### src/rtl/rr_arb_mux.sv
// rr_arb_mux: merges NCH valid/ready producer channels onto one registered
// valid/ready output channel. Arbitration is round-robin (mode=0) or fixed
// priority with channel 0 highest (mode=1). Sustains one transfer per cycle.
//
// Ports:
//   clk        - single clock, rising edge
//   rst        - asynchronous, active-high reset
//   in_data    - NCH*WIDTH, channel i at bits [i*WIDTH +: WIDTH]
//   in_valid   - NCH, per-channel data valid
//   in_ready   - NCH, per-channel accept (one-hot or zero, combinational)
//   mode       - 0 = round-robin, 1 = fixed priority
//   out_data   - WIDTH, registered selected data
//   out_sel    - SELW, index of channel that supplied out_data
//   out_valid  - out_data/out_sel valid
//   out_ready  - downstream accept
//
// SELW must equal ceil(log2(NCH)).
module rr_arb_mux #(
  parameter int WIDTH = 8,
  parameter int NCH   = 4,
  parameter int SELW  = 2
) (
  input  logic                 clk,
  input  logic                 rst,
  input  logic [NCH*WIDTH-1:0] in_data,
  input  logic [NCH-1:0]       in_valid,
  output logic [NCH-1:0]       in_ready,
  input  logic                 mode,
  output logic [WIDTH-1:0]     out_data,
  output logic [SELW-1:0]      out_sel,
  output logic                 out_valid,
  input  logic                 out_ready
);

  // Requests padded to a power of two so any SELW-bit index is in range;
  // padded slots are never valid, so indices >= NCH are never granted.
  localparam int NSLOT = 1 << SELW;

  logic [SELW-1:0]  last_r;
  logic [NSLOT-1:0] vld_ext_s;
  logic [SELW-1:0]  rr_idx_s;
  logic [SELW-1:0]  grant_idx_s;
  logic [WIDTH-1:0] grant_data_s;
  logic             any_valid_s;
  logic             slot_free_s;
  logic             grant_ok_s;

  // Zero-extend the request vector to the full index space.
  always_comb begin
    vld_ext_s = '0;
    vld_ext_s[NCH-1:0] = in_valid;
  end

  // Select the winning channel index. Loops run from lowest to highest
  // precedence so the last matching assignment is the winner.
  always_comb begin
    grant_idx_s = '0;
    rr_idx_s    = '0;
    if (mode) begin
      // Fixed priority: lowest valid index wins.
      for (int i = NCH - 1; i >= 0; i--) begin
        grant_idx_s = vld_ext_s[SELW'(i)] ? SELW'(i) : grant_idx_s;
      end
    end else begin
      // Round-robin: first valid channel after last, wrapping modulo NCH.
      for (int k = NCH; k >= 1; k--) begin
        rr_idx_s    = SELW'((int'(last_r) + k) % NCH);
        grant_idx_s = vld_ext_s[rr_idx_s] ? rr_idx_s : grant_idx_s;
      end
    end
  end

  // Data mux for the granted channel.
  always_comb begin
    grant_data_s = '0;
    for (int i = 0; i < NCH; i++) begin
      grant_data_s = (grant_idx_s == SELW'(i)) ? in_data[i*WIDTH +: WIDTH] : grant_data_s;
    end
  end

  // Handshake: grant only when the output slot can take a word; held low
  // during reset even though out_valid is already cleared then.
  always_comb begin
    any_valid_s = |in_valid;
    slot_free_s = !out_valid || out_ready;
    grant_ok_s  = slot_free_s && any_valid_s && !rst;
    if (grant_ok_s) begin
      in_ready = {{(NCH-1){1'b0}}, 1'b1} << grant_idx_s;
    end else begin
      in_ready = '0;
    end
  end

  // Output register and round-robin pointer. The pointer follows every grant
  // in both modes so a mode switch resumes fairly from the latest winner.
  always_ff @(posedge clk or posedge rst) begin
    if (rst) begin
      out_valid <= 1'b0;
      out_data  <= '0;
      out_sel   <= '0;
      last_r    <= SELW'(NCH - 1);
    end else if (grant_ok_s) begin
      out_valid <= 1'b1;
      out_data  <= grant_data_s;
      out_sel   <= grant_idx_s;
      last_r    <= grant_idx_s;
    end else if (out_ready) begin
      // Drain with no replacement word; data/sel keep their last value.
      out_valid <= 1'b0;
    end else begin
      out_valid <= out_valid;
    end
  end

endmodule

### config.mk
export PLATFORM = sky130hd
export DESIGN_NAME = rr_arb_mux
export DESIGN_NICKNAME = d
export VERILOG_FILES = /design/src/rtl/rr_arb_mux.sv
export SDC_FILE = /design/constraint.sdc
export NUM_CORES = 1
export LEC_CHECK = 0
export ABC_AREA = 0
export CAP_MARGIN = 20
export CORE_MARGIN = 2
export CORE_UTILIZATION = 31
export CTS_BUF_LIST = sky130_fd_sc_hd__clkbuf_2 sky130_fd_sc_hd__clkbuf_4 sky130_fd_sc_hd__clkbuf_8
export DETAILED_ROUTE_END_ITERATION = 10
export PLACE_DENSITY = 0.7
export SYNTH_ARGS = -nofsm -noshare
export SYNTH_HDL_FRONTEND = slang
export SYNTH_SLANG_ARGS = --single-unit
### constraint.sdc
create_clock -name clk -period 2.86 [get_ports clk]
set_input_delay 0.858 -clock clk [delete_from_list [all_inputs] [get_ports clk]]
set_output_delay 0.858 -clock clk [all_outputs]
set_load 0.02 [all_outputs]
==> run metrics <==
Finished Layout Cells around 190; CP endpoint kind output port; Die Span Y 56.9 um; VDD IR max ~0.33 mV; largest family of logic cells by synthesized area compound AO/OA/AOI/OAI gates; largest cells by area after synthesis dfrtp_1 32%, mux2i_1 18%, o221ai_1 8.1%, nand2_1 7.8%, dfstp_2 6.1%; number of global-route vias before repair approximately 1100; failing checks negative setup slack; GRT Util Overall 0.176; H-tree levels 1; Clock Tree Buf Depth 2; final hold violation count 0; Core Region between 2000 and 3000 um2; gr ovfl total 0; gpl congestion approximately 0.91; CP Max Fanout 6; Synth Instances 92; Adder-Cell Fraction of Synth Area 0; First-pass DRT Iterations 4; Synth area leader dfrtp_1; share of layout cells above drive strength 1 0.310; Clock Sink Count 13; Initial Utilization 0.320; Static Leak approximately 0.74 nW; worst-skew pair later-pin latency 270 ps; # nets final between 150 and 200; DIE AREA 3240 um2; Fmax around 0.34 GHz; count of final max-slew check failures 0; vias post-DR 959; Post-Place Cell Area roughly 1500 um2; max-cap viol count 0; Yosys reg bits 13; Vias per Instance 5.07; die span in x 56.9 um; Placed Cells 181; proportion of synthesized area in mux cells 0.184; startpoint types input pin; cell area after layout around 1600 um2; PD cells 479 nW/um2; clock root buffer clkbuf_4; worst-margin pin slew between 400 and 500 ps; Slew Limit Headroom 0.672; largest net degree at the start of global routing 14; CP bufs+invs 2; crit path time final approximately 3000 ps; Inserted Clock Buffers 3; Worst Hold Class flop to flop; crit path max-delay cell type or3_4; Row Count 19; drt wl/cell 14.3 um; synthesized area approximately 870 um2; run status complete, but fails checks; Mapped Avg Cell Area 9.44 um2; ANT cells 0; global-route wire length before repair between 4000 and 5000 um; Detail Route Antenna Nets 0; unrepaired setup endpoints after global routing true; synth unique cells 27; Req. time, crit path roughly 2000 ps; port bufs 54; Ys Warns 0; CTS tree done; crit-path leading delay family simple AND/OR/NAND/NOR gates; Layout area overhead 86.5%; Synth Area in Compound Gates 0.190; Yosys top cell area share 0.317; Worst Path Arrival between 2000 and 2500 ps; DRT iter0 DRCs 28; Clock transition at path regs about 80 ps; Synth Area in XOR/XNOR 0; fill count 254; DRC Markers 0; syn nets 132; skew final between 1 and 1.5 ps; CP cell instances buf_8, nor3b_4, a311oi_2, o21ai_2, or3_4, nor2_4, buf_6; IO Pins 55; Final Cycle Share 1.04; worst stage delay on the critical path a little over 400 ps; Final setup violation count 4; Fin Hold WS slightly below 500 ps; post-DP HPWL 2040 um; Synth Area in Simple Gates 0.171; critical path start-end classification input pin to output port; sequential area share after synthesis 0.378; final worst slack -116 ps; final WL roughly 2700 um; initial antenna violation count 0
==> metrics by stage <==
step	total power, mW	TNS [ps]	worst slack (ps)	util
3_5_place_dp	0.623	-4180	-1000	0.544
4_1_cts	0.774	-453	-155	0.585
5_1_grt	0.823	-461	-144	0.597
3_3_place_gp	0.616	-3830	-956	0.544
2_1_floorplan	0.448	-43.5	-16.4	-
6_report	0.775	-284	-116	0.597
==> state kept, by name (all words and copies together), names as in the netlist <==
name / count
out_data: 8
out_valid: 1
out_sel: 2
last_r: 2
==> layout make-up <==
| cell class | instances | area, um2 | share of cell area |
|---|---|---|---|
| Inverter | 3 | 11.3 | 0.00696 |
| Tap cell | 31 | 38.8 | 0.0240 |
| Timing Repair Buffer | 68 | 647 | 0.400 |
| Sequential cell | 13 | 328 | 0.202 |
| Multi-Input combinational cell | 70 | 564 | 0.349 |
| Clock buffer | 4 | 30.0 | 0.0185 |
==> synth_stat cells, drive strengths merged <==
master and count:
inv 3, a21boi 1, nor3b 1, or3 2
nand2 19, a311oi 2, nand3 1, mux2i 16
buf 5, o211ai 1, dfrtp 11, a211o 1
nor2 6, clkbuf 1, a21oi 2, nand2b 2
o221ai 8, nand3b 1, dfstp 2, o21bai 1
o31a 1, o21ai 5
==> layer usage <==
layer	vias up	part of all wire	routed length, um	global-route usage
met5	-	0	0	0
met4	0	0.0070	19	0.0897
met3	2	0.092	249	0.0645
met2	39	0.53	1430	0.309
met1	449	0.37	1010	0.183
li1	469	-	-	-
==> cells in the final DEF, fill, tap and decap left out, types with 4 or more instances in the layout <==
master / synthesis / final
dfrtp_1: 11 / 11
nor2_4: 0 / 4
buf_6: 4 / 5
mux2i_1: 16 / 16
o221ai_1: 8 / 8
nand2_1: 18 / 18
clkbuf_4: 0 / 4
clkdlybuf4s50_1: 0 / 43
buf_4: 0 / 14
==> worst register-to-register path: stages (launching register included) <==
cell and delay, ps:
dfstp_2 620, nand2b_1 150, a21oi_1 70, a311oi_1 220, o31a_2 230, buf_4 150, buf_4 200, mux2i_1 220
o221ai_1 140
==> worst paths after layout <==
kind	startpoint	end	slack, ps	cells after the start
max	in_valid[1]	in_ready[2]	-120	7
min	out_sel[1]	out_sel[1]	490	2
max reg2reg	last_r[1]	out_data[4]	720	8
min reg2reg	out_sel[1]	out_sel[1]	490	2
max in group asynchronous	rst	last_r[0]	1820	2
min in group asynchronous	rst	out_valid	690	2
==> where the power goes <==
part           leakage, nW  switching (mW)  internal, mW
Combinational        0.562           0.178         0.209
Clock               0.0184          0.0590        0.0635
Sequential           0.156          0.0350         0.230
Total                0.736           0.272         0.503
==> logic make-up after synthesis <==
logic type,count (synthesis)
AOI/OAI and AO/OA,22
DFF,13
buffers and inverters,9
and+or+nand+nor,32
muxes,16
==> repair_timing <==
action / in CTS / in global routing
gates resized for setup: 59 / 13
setup buffers: 2 / 2
setup endpoints to repair: 4 / 4
hold buffers: 0 / 0
pin swaps: 9 / 10
cloned: 0 / 0
Note: power is estimated with default switching activity, not from simulation.
